`src/rtl/regwb_pkg.sv`:
```
// Shared types for the register-file writeback scheduler.
// Holds the buffered long-latency result entry layout.
package regwb_pkg;

  localparam int REG_AW = 5;
  localparam int DATA_W = 32;

  typedef struct packed {
    logic [REG_AW-1:0] addr;
    logic [DATA_W-1:0] data;
  } wb_entry_t;

endpackage

```
`src/rtl/wb_fifo.sv`:
```
// Small synchronous FIFO of writeback entries.
// Pushes while full and pops while empty are ignored.
module wb_fifo
  import regwb_pkg::*;
#(
  parameter int DEPTH = 2
) (
  input  logic                   clk,
  input  logic                   rst_n,
  input  logic                   push,
  input  wb_entry_t              din,
  input  logic                   pop,
  output wb_entry_t              head,
  output logic                   empty,
  output logic [$clog2(DEPTH):0] count
);

  localparam int AW = $clog2(DEPTH);
  localparam int CW = AW + 1;

  wb_entry_t       mem [DEPTH];
  logic [AW-1:0]   wr_ptr;
  logic [AW-1:0]   rd_ptr;
  logic            full;
  logic            do_push;
  logic            do_pop;

  assign full    = (count == CW'(DEPTH));
  assign empty   = (count == '0);
  assign do_push = push & ~full;
  assign do_pop  = pop & ~empty;
  assign head    = mem[rd_ptr];

  always_ff @(posedge clk or negedge rst_n) begin
    if (!rst_n) begin
      wr_ptr <= '0;
      rd_ptr <= '0;
      count  <= '0;
    end else begin
      if (do_push) wr_ptr <= wr_ptr + AW'(1);
      if (do_pop)  rd_ptr <= rd_ptr + AW'(1);
      case ({do_push, do_pop})
        2'b10:   count <= count + CW'(1);
        2'b01:   count <= count - CW'(1);
        default: count <= count;
      endcase
    end
  end

  always_ff @(posedge clk) begin
    if (do_push) mem[wr_ptr] <= din;
  end

endmodule

```
`src/rtl/regwb_scheduler.sv`:
```
// Arbitrates the register-file write port between pipeline
// writeback and buffered long-latency results; drives decode stall.
module regwb_scheduler
  import regwb_pkg::*;
#(
  parameter int LU_DEPTH   = 2,
  parameter int STARVE_MAX = 4
) (
  input  logic        clock,
  input  logic        reset,
  input  logic        pipe_we,
  input  logic [4:0]  pipe_waddr,
  input  logic [31:0] pipe_wdata,
  input  logic        lu_issue,
  input  logic [4:0]  lu_dest,
  input  logic        lu_valid,
  output logic        lu_ready,
  input  logic [4:0]  lu_waddr,
  input  logic [31:0] lu_wdata,
  input  logic [4:0]  id_rs,
  input  logic [4:0]  id_rt,
  input  logic        id_we,
  input  logic [4:0]  id_dest,
  output logic        stall,
  output logic        rf_we,
  output logic [4:0]  rf_waddr,
  output logic [31:0] rf_wdata
);

  localparam int OW = $clog2(LU_DEPTH) + 1;
  localparam int CW = $clog2(STARVE_MAX + 1);

  wb_entry_t     head;
  wb_entry_t     din;
  logic          empty;
  logic [OW-1:0] occ;
  logic          push;
  logic          pop;
  logic [31:0]   pending;
  logic [31:0]   pend_next;
  logic [CW-1:0] wait_cnt;
  logic          starve;

  assign din      = wb_entry_t'{addr: lu_waddr, data: lu_wdata};
  assign lu_ready = (occ != OW'(LU_DEPTH));
  assign push     = lu_valid & lu_ready;
  assign pop      = ~pipe_we & ~empty;

  wb_fifo #(
    .DEPTH (LU_DEPTH)
  ) u_fifo (
    .clk   (clock),
    .rst_n (reset),
    .push  (push),
    .din   (din),
    .pop   (pop),
    .head  (head),
    .empty (empty),
    .count (occ)
  );

  // Pipeline always wins; $0 targets are granted but never written.
  always_comb begin
    rf_we    = 1'b0;
    rf_waddr = '0;
    rf_wdata = '0;
    if (pipe_we) begin
      rf_we    = reset & (pipe_waddr != '0);
      rf_waddr = pipe_waddr;
      rf_wdata = pipe_wdata;
    end else if (!empty) begin
      rf_we    = reset & (head.addr != '0);
      rf_waddr = head.addr;
      rf_wdata = head.data;
    end
  end

  // Set is applied after clear so a same-edge reissue keeps the bit.
  always_comb begin
    pend_next = pending;
    if (pop) pend_next[head.addr] = 1'b0;
    if (lu_issue && (lu_dest != '0)) pend_next[lu_dest] = 1'b1;
  end

  always_ff @(posedge clock or negedge reset) begin
    if (!reset) pending <= '0;
    else        pending <= pend_next;
  end

  always_ff @(posedge clock or negedge reset) begin
    if (!reset) begin
      wait_cnt <= '0;
    end else if (pop) begin
      wait_cnt <= '0;
    end else if (!empty && (wait_cnt != CW'(STARVE_MAX))) begin
      wait_cnt <= wait_cnt + CW'(1);
    end
  end

  assign starve = (wait_cnt >= CW'(STARVE_MAX));

  assign stall = pending[id_rs]
               | pending[id_rt]
               | (id_we & pending[id_dest])
               | (lu_issue & pending[lu_dest])
               | starve;

endmodule

```
`config.mk`:
```
export PLATFORM = sky130hd
export DESIGN_NAME = regwb_scheduler
export DESIGN_NICKNAME = d
export VERILOG_FILES = /design/src/rtl/regwb_pkg.sv /design/src/rtl/wb_fifo.sv /design/src/rtl/regwb_scheduler.sv
export SDC_FILE = /design/constraint.sdc
export NUM_CORES = 1
export LEC_CHECK = 0
export BUFFER_PORTS_ARGS = -buffer_cell sky130_fd_sc_hd__buf_4
export CAP_MARGIN = 20
export CORE_AREA = 2 2 128 105
export DETAILED_ROUTE_END_ITERATION = 7
export DIE_AREA = 0 0 130 107
export MAX_ROUTING_LAYER = met4
export PLACE_DENSITY = 0.86
export SLEW_MARGIN = 10
export SYNTH_ARGS = -nofsm -noshare
export SYNTH_HDL_FRONTEND = slang
export SYNTH_SLANG_ARGS = --single-unit
```
`constraint.sdc`:
```
create_clock -name clock -period 2.55 [get_ports clock]
set_clock_uncertainty 0.15 [all_clocks]
set_input_delay 0.51 -clock clock [delete_from_list [all_inputs] [get_ports clock]]
set_output_delay 0.51 -clock clock [all_outputs]
set_load 0.03 [all_outputs]
```
==> results of run 1 <==
[per-layer routing]
metal	vias to the layer above	track usage (%)	share of wire (%)
met2	375	45.3	49
li1	2306	-	-
met1	2516	35.7	38
met4	0	11.4	2.4
met3	43	6.39	10
met5	-	-	0
[cell usage after synthesis, drive strengths merged]
cell type	n	area, sq um
o311ai	1	8.76
mux4	24	589
buf	14	97.6
mux2i	54	541
a311oi	2	17.5
nand4b	1	8.76
xnor2	4	35.0
inv	12	45.0
a21oi	8	40.0
nand2	63	236
or3	1	6.26
o41ai	1	8.76
nor2	14	52.6
a31oi	4	25.0
a2bb2oi	2	23.8
o21a	1	7.51
o32ai	4	35.0
a32o	3	30.0
a21o	1	7.51
and3	1	6.26
nand4	2	12.5
and2	1	6.26
a211oi	2	20.0
o2111ai	2	17.5
o211ai	1	7.51
dfrtp	39	976
nand3b	5	37.5
nand3	12	60.1
a21boi	1	7.51
o21ai	103	515
xor2	1	8.76
a22oi	1	7.51
nor3	2	10.0
a31o	1	8.76
edfxtp	74	2220
o22ai	3	18.8
nand2b	8	50.1
mux2	3	37.5
clkbuf	14	52.6
nor2b	7	43.8
or2	1	6.26
or4	1	7.51
ha	3	37.5
[where the power goes]
part           internal, mW  switching, mW  leakage [nW]
Sequential             2.60          0.602          1.15
Combinational          1.65           1.94          2.04
Clock                  1.72          0.808         0.313
Total                  5.97           3.35          3.51
[stage by stage]
stage	util, %	setup slack, ps	area [sq um]	cells	total power [mW]
after floorplan	-	-173	6000	502	4.95
after global placement	59.6	-299	7540	841	6.34
after detailed placement	59.6	-300	7540	841	6.48
after CTS	65.5	-459	8280	879	9.19
after global routing	65.9	-554	8320	881	9.66
final	65.9	-478	8320	881	9.32
[state kept, by name (all words and copies together) (netlist names)]
| signal | flops |
|---|---|
| wait_cnt | 3 |
| pending | 32 |
| u_fifo.count | 2 |
| u_fifo.rd_ptr | 1 |
| u_fifo.mem | 74 |
| u_fifo.wr_ptr | 1 |
[worst max-delay path by stage]
stage	from	end	slack, ps	cells after the start
floorplan	lu_dest[0]	stall	-170	7
global placement	lu_dest[0]	stall	-300	8
detailed placement	lu_dest[0]	stall	-300	7
CTS	pending[2]	stall	-460	7
global route	pending[0]	stall	-550	8
finish	pending[2]	stall	-480	7
[logic make-up (layout without fill, tap and decap cells)]
logic type                 count (synthesis)  count (layout)  synth area share, %
muxes                                     81              81                 19.5
xor gates and xnor gates                   5               5                0.731
buffers and inverters                     40             243                 3.26
AOI/OAI and AO/OA                        141             141                 13.5
DFF                                      113             113                 53.4
adders and majority gates                  3               3                0.626
and+or+nand+nor                          119             120                 9.08
[what timing repair did]
item                                    in CTS  in global routing
pin swaps                                    3                  0
setup buffers                                5                  2
gates resized for setup                     16                 13
cloned                                       1                  0
endpoints found under the setup margin      31                 11
hold buffers                                 0                  0
endpoints found under the hold margin        0                  0
[final cells by class]
| cell class | instances | area (sq um) |
|---|---|---|
| Timing Repair Buffer | 199 | 1520 |
| Inverter | 12 | 45.0 |
| Sequential cell | 113 | 3210 |
| Fill cell | 903 | 4320 |
| Tap cell | 175 | 219 |
| Clock inverter | 7 | 88.8 |
| Clock buffer | 25 | 561 |
| Multi-Input combinational cell | 350 | 2680 |
==> PnR_summary.wiki, run 1 <==
{| class="wikitable"
! Metric !! Value
|-
| Outcome || complete, but fails checks
|-
| Failing checks || negative setup slack
|-
| Number of nets with antenna violations after routing || 0
|-
| Cells along the critical path || mux2_4 > or3_1 > nand3_1 > a21oi_1 > o41ai_2 > nand4b_1 > buf_4
|-
| Number of I/O pins || 140
|-
| Sum of negative setup slack || -478 ps
|-
| Initial drt markers || approximately 590
|-
| Number of levels in the clock H-tree || 4
|-
| Cts bufs inserted || 17
|-
| Number of hold violations in the final report || 0
|-
| Vertical die dimension || 107 um
|-
| Total leakage power || 3.51 nW
|-
| Setup repair after global routing missed its margin || true
|-
| Worst hold slack across all endpoints || ~42 ps
|-
| Crit path buffers/inverters || 1
|-
| Net count of the finished layout || between 700 and 800
|-
| Die span in x || about 130 um
|-
| Total Die Area || 13,900 sq um
|-
| Highest ir drop seen on vdd || ~0.75 mV
|-
| DR vias/cell || 5.95
|-
| Relative slew margins || around two thirds
|-
| Total via count in the routed design || ~5,200
|-
| Startpoint class of the critical path || flop
|-
| Routability congestion estimate || about 1
|-
| Relative area change from synthesis to final layout || 38.9%
|-
| Number of antenna violations at the first check in global routing || 0
|-
| Critical path data required time || about 1900 ps
|-
| Maxcap violations || 0
|-
| Worst-case setup margin in the final layout || -478 ps
|-
| CTS clk-pin slew, worst paths || roughly 50 ps
|-
| Number of synthesis warnings || 0
|-
| Global-route usage over all layers || between 20% and 30%
|-
| Top Family by Delay on Critical Path || simple AND/OR/NAND/NOR gates
|-
| Terminus of the critical flop-to-flop path || pending[13]
|-
| Cell area after synthesis || 5990 sq um
|-
| Share of synthesized area occupied by flip-flops and latches || approximately 53%
|-
| Routed len/inst || about 21 um
|-
| Upper clock frequency limit || between 300 and 400 MHz
|-
| CTS sink cnt || 113
|-
| Std cell rows || 37
|-
| Pin count of the biggest net entering global routing || 43
|-
| Diode insertion count for antenna repair || 0
|-
| CTS tree || yes
|-
| Slowest stage cell, crit path || dfrtp_2
|-
| DRC errors left || 0
|-
| Min-Delay Path Class || in2async
|-
| Detailed-placement wirelength estimate || approximately 13,000 um
|-
| Number of different library cells in the post-synthesis netlist || between 40 and 50
|-
| Worst R2R Setup Slack || between 300 and 400 ps
|-
| Effective utilization at floorplan || about 47%
|-
| Type of the worst setup path || reg2out
|-
| Category of the worst setup path capture point || output port
|-
| Root Buffer Master || clkbuf_16
|-
| Buffers from clock root to sink, at most || 2
|-
| Time the final worst path needs with I/O delays and setup || between 3000 and 4000 ps
|-
| Worst-case reg-to-reg path depth || 7
|-
| Crit path largest cell delay || 460 ps
|-
| I/O Buffers || roughly 140
|-
| Clk Latency, worst-skew pair || between 400 and 500 ps
|-
| Detailed Route WL || 18,900 um
|-
| Fraction of layout instances using a drive strength above 1 || a little under two fifths
|-
| Synthesis-stage register bit count || approximately 110
|-
| Data arrival time of the critical path || around 2400 ps
|-
| Net count after synthesis || roughly 600
|-
| Commonest cells after routing, fill and taps aside || 197 x buf_4, 90 x o21ai_0, 74 x edfxtp_1, 63 x nand2_1, 52 x mux2i_1
|-
| Slew at the pin closest to its max-slew limit || 502 ps
|-
| Max Slew Vio Count || 0
|-
| Pwr dens || 1120 nW/um^2
|-
| Setup-violating endpoint count in the final report || 1
|-
| Source of the worst register-to-register timing path || u_fifo.count[1]
|-
| Std-Cell Core Area || around 13,000 sq um
|-
| Number of global-route vias before repair || approximately 5,400
|-
| Most common library cell in the layout ignoring fill and taps || buf_4
|-
| Cell count after synthesis || approximately 500
|-
| Global-route wire length before repair || approximately 29,000 um
|-
| Overall overflow remaining after global route || 0
|-
| Syn avg cell area || 11.9 sq um
|-
| Largest fanout on the critical path || 4
|-
| Final critical-path share of the clock period || 119%
|-
| First-pass iteration count of the detailed router || 5
|}
(Power assumes the default switching activity.)
==> inputs of run 2 (changes only) <==
==> constraint.sdc (replaced) <==
create_clock -name clock -period 2.55 [get_ports clock]
set_clock_uncertainty 0.15 [all_clocks]
set_input_delay 0.1275 -clock clock [delete_from_list [all_inputs] [get_ports clock]]
set_output_delay 0.1275 -clock clock [all_outputs]
set_load 0.03 [all_outputs]
==> run 2 against run 1 <==
  * The run now ends clean
  * Cell area up 0.86%
  * Utilization increased by 0.56 points
  * Clock power up 4%
  * Global-route usage shrank 1.1 points
  * Die area did not move
  * Cell count is 0.23% higher
  * Worst setup slack gained 490 ps
  * Via count is 0.71% lower
  * Flip-flop and latch count is the same
  * Combinational power decreased by 9.2%
  * Critical endpoint unchanged
==> PnR_summary.wiki, run 2 (synthesis results as in run 1) <==
{| class="wikitable"
! Metric !! Value
|-
| Switching power total || 3.10 mW (was 3.35 mW)
|-
| Source of the worst register-to-register timing path || u_fifo.count[0] (was u_fifo.count[1])
|-
| Time the final worst path needs with I/O delays and setup || 2540 ps (was 3030 ps)
|-
| Total leakage power || 3.48 nW (was 3.51 nW)
|-
| Highest ir drop seen on vdd || 0.609 mV (was 0.753 mV)
|-
| Min-Delay Path Class || in2reg (was in2async)
|-
| Worst-case reg-to-reg path depth || 7 (unchanged)
|-
| Largest register by flop count || u_fifo.mem (unchanged)
|-
| Most common library cell in the layout ignoring fill and taps || buf_4 (unchanged)
|-
| Buffers from clock root to sink, at most || 2 (unchanged)
|-
| CTS sink cnt || 113 (unchanged)
|-
| Slew at the pin closest to its max-slew limit || 594 ps (was 502 ps)
|-
| Upper clock frequency limit || 394 MHz (was 330 MHz)
|-
| Total Die Area || 13,900 sq um (unchanged)
|-
| Power share of the combinational group || 36.4% (was 38.6%)
|-
| Diode insertion count for antenna repair || 0 (unchanged)
|-
| Die span in x || 130 um (unchanged)
|-
| Routability congestion estimate || 0.962 (was 0.992)
|-
| Fraction of layout instances using a drive strength above 1 || 30.4% (was 37.5%)
|-
| Detailed-placement wirelength estimate || 11,900 um (was 13,200 um)
|-
| Worst hold slack across all endpoints || 164 ps (was 42.3 ps)
|-
| Detailed Route WL || 18,100 um (was 18,900 um)
|-
| Critical path data required time || 2270 ps (was 1890 ps)
|-
| Setup-violating endpoint count in the final report || 0 (was 1)
|-
| DRC errors left || 0 (unchanged)
|-
| Final Instance Count excl. Fillers || 883 (was 881)
|-
| Vertical die dimension || 107 um (unchanged)
|-
| Net count of the finished layout || 799 (was 796)
|-
| Maxcap violations || 0 (unchanged)
|-
| Worst Setup EP || stall (unchanged)
|-
| Commonest cells after routing, fill and taps aside || 155 x buf_4, 102 x o21ai_0, 74 x edfxtp_1, 63 x nand2_1, 54 x mux2i_1 (was 197 x buf_4, 90 x o21ai_0, 74 x edfxtp_1, 63 x nand2_1, 52 x mux2i_1)
|-
| Type of the worst setup path || reg2out (unchanged)
|-
| Number of I/O pins || 140 (unchanged)
|-
| Startpoint class of the critical path || flop (unchanged)
|-
| Category of the worst setup path capture point || output port (unchanged)
|-
| Max Slew Vio Count || 0 (unchanged)
|-
| Share of total power in the clock network || 29.1% (was 27.1%)
|-
| Crit path largest cell delay || 410 ps (was 460 ps)
|-
| First-pass iteration count of the detailed router || 6 (was 5)
|-
| Setup crit start || pending[2] (unchanged)
|-
| Worst-case setup margin in the final layout || 11.4 ps (was -478 ps)
|-
| Number of nets with antenna violations after routing || 0 (unchanged)
|-
| Std cell rows || 37 (unchanged)
|-
| Post-route core utilization || 66.4% (was 65.9%)
|-
| Routed len/inst || 20.5 um (was 21.4 um)
|-
| Proportion of total power due to net switching || 34.6% (was 36.0%)
|-
| Leading registers by flop count || u_fifo.mem: 74 flops, pending: 32 flops, wait_cnt: 3 flops (unchanged)
|-
| I/O Buffers || 139 (unchanged)
|-
| Number of flip-flops in the largest register || 74 (unchanged)
|-
| Clk Latency, worst-skew pair || 420 ps (was 410 ps)
|-
| Cts bufs inserted || 17 (unchanged)
|-
| Number of global-route vias before repair || 5,252 (was 5,391)
|-
| Outcome || finished, final reports clean (was complete, but fails checks)
|-
| Global-route wire length before repair || 27,800 um (was 28,600 um)
|-
| CTS tree || yes (unchanged)
|-
| Number of hold violations in the final report || 0 (unchanged)
|-
| CTS clk-pin slew, worst paths || 50 ps (about the same)
|-
| Setup repair after global routing missed its margin || true (unchanged)
|-
| Overall overflow remaining after global route || 0 (unchanged)
|-
| Final critical-path share of the clock period || 99.6% (was 119%)
|-
| Sum of negative setup slack || 0 ps (was -478 ps)
|-
| DR vias/cell || 5.89 (was 5.95)
|-
| Pin count of the biggest net entering global routing || 43 (unchanged)
|-
| Data arrival time of the critical path || 2260 ps (was 2370 ps)
|-
| Cell Count Post-Placement || 797 (was 841)
|-
| Std-Cell Core Area || 12,600 sq um (unchanged)
|-
| Relative area change from synthesis to final layout || 40.1% (was 38.9%)
|-
| Initial drt markers || 455 (was 587)
|-
| Total via count in the routed design || 5,203 (was 5,240)
|-
| Number of antenna violations at the first check in global routing || 0 (unchanged)
|-
| Relative slew margins || 60.3% (was 66.5%)
|-
| Pwr dens || 1070 nW/um^2 (was 1120 nW/um^2)
|-
| Effective utilization at floorplan || 47.4% (unchanged)
|-
| Cells along the critical path || mux2_4 > or3_4 > nand3_2 > a21oi_2 > o41ai_2 > nand4b_1 > buf_6 (was mux2_4 > or3_1 > nand3_1 > a21oi_1 > o41ai_2 > nand4b_1 > buf_4)
|-
| Portion of total power attributed to sequential cells || 34.5% (was 34.3%)
|-
| Root Buffer Master || clkbuf_16 (unchanged)
|-
| Internal Dissipation || 5.85 mW (was 5.97 mW)
|-
| Largest fanout on the critical path || 5 (was 4)
|-
| Worst R2R Setup Slack || 540 ps (was 390 ps)
|-
| Terminus of the critical flop-to-flop path || u_fifo.count[1] (was pending[13])
|-
| Number of levels in the clock H-tree || 4 (unchanged)
|-
| Worst-case setup slack after placement || 398 ps (was -300 ps)
|-
| Global-route usage over all layers || 27.3% (was 28.5%)
|-
| Slowest stage cell, crit path || dfrtp_1 (was dfrtp_2)
|}
run 2: cell types whose count changed in the layout (fill, tap and decap cells not counted), sizes merged:
cell,previous run,this run
or2,2,1
bufinv,2,6
buf,199,158
dlygate4sd3,0,45
clkinv,3,6
clkinvlp,2,0
clkbuf,25,19
run 2: what timing repair did:
item | 4_1_cts | 5_1_grt
gates resized for setup | 10 | 5
setup buffers | 7 | 3
endpoints found under the setup margin | 1 | 24
hold buffers | 45 | 0
pin swaps | 4 | 3
hold endpoints to repair | 134 | 0
run 2: worst min-delay path by stage:
stage               start       endpoint  depth (start not counted)
2_1_floorplan       reset     pending[0]                          0
3_3_place_gp        reset  u_fifo.wr_ptr                          1
3_5_place_dp        reset  u_fifo.wr_ptr                          1
4_1_cts           pipe_we    wait_cnt[1]                          4
5_1_grt        lu_dest[1]    pending[14]                          4
6_report          pipe_we    wait_cnt[1]                          4
run 2: metrics by stage:
stage               area [sq um]  power, mW
floorplan                   6000       4.94
global placement            7200       5.90
detailed placement          7200       6.04
CTS                         8360       8.80
global route                8390       9.31
finish                      8390       8.95
run 2: area by class of cell:
type,count,area [sq um]
Fill cell,851,4240
Sequential cell,113,3200
Multi-Input combinational cell,349,2630
Timing Repair Buffer,203,1660
Clock buffer,19,433
Tap cell,175,219
Clock inverter,12,214
Inverter,12,45.0
run 2: critical path, delay by kind of cell (launching register included):
family | cells | cell delay [ps]
AOI/OAI and AO/OA | 2 | 360
buffers and inverters | 1 | 170
DFF | 1 | 410
muxes | 1 | 280
and+or+nand+nor | 3 | 600
run 2: power groups by stage:
stage	clock network [mW]	registers (mW)	logic, mW
2_1_floorplan	0	2.89	2.05
3_3_place_gp	0	3.02	2.88
3_5_place_dp	0	3.10	2.95
4_1_cts	2.60	3.05	3.15
5_1_grt	2.69	3.14	3.49
6_report	2.61	3.09	3.26
run 2: metal layers:
metal  vias to the layer above  track usage (%)  part of all wire (%)  routed length, um
met2                       347             44.0                    49               8870
met1                      2527             34.1                    40               7190
met5                         -                -                     0                  0
met4                         0             9.52                   1.6                295
li1                       2304                -                     -                  -
met3                        25             6.59                   9.5               1720
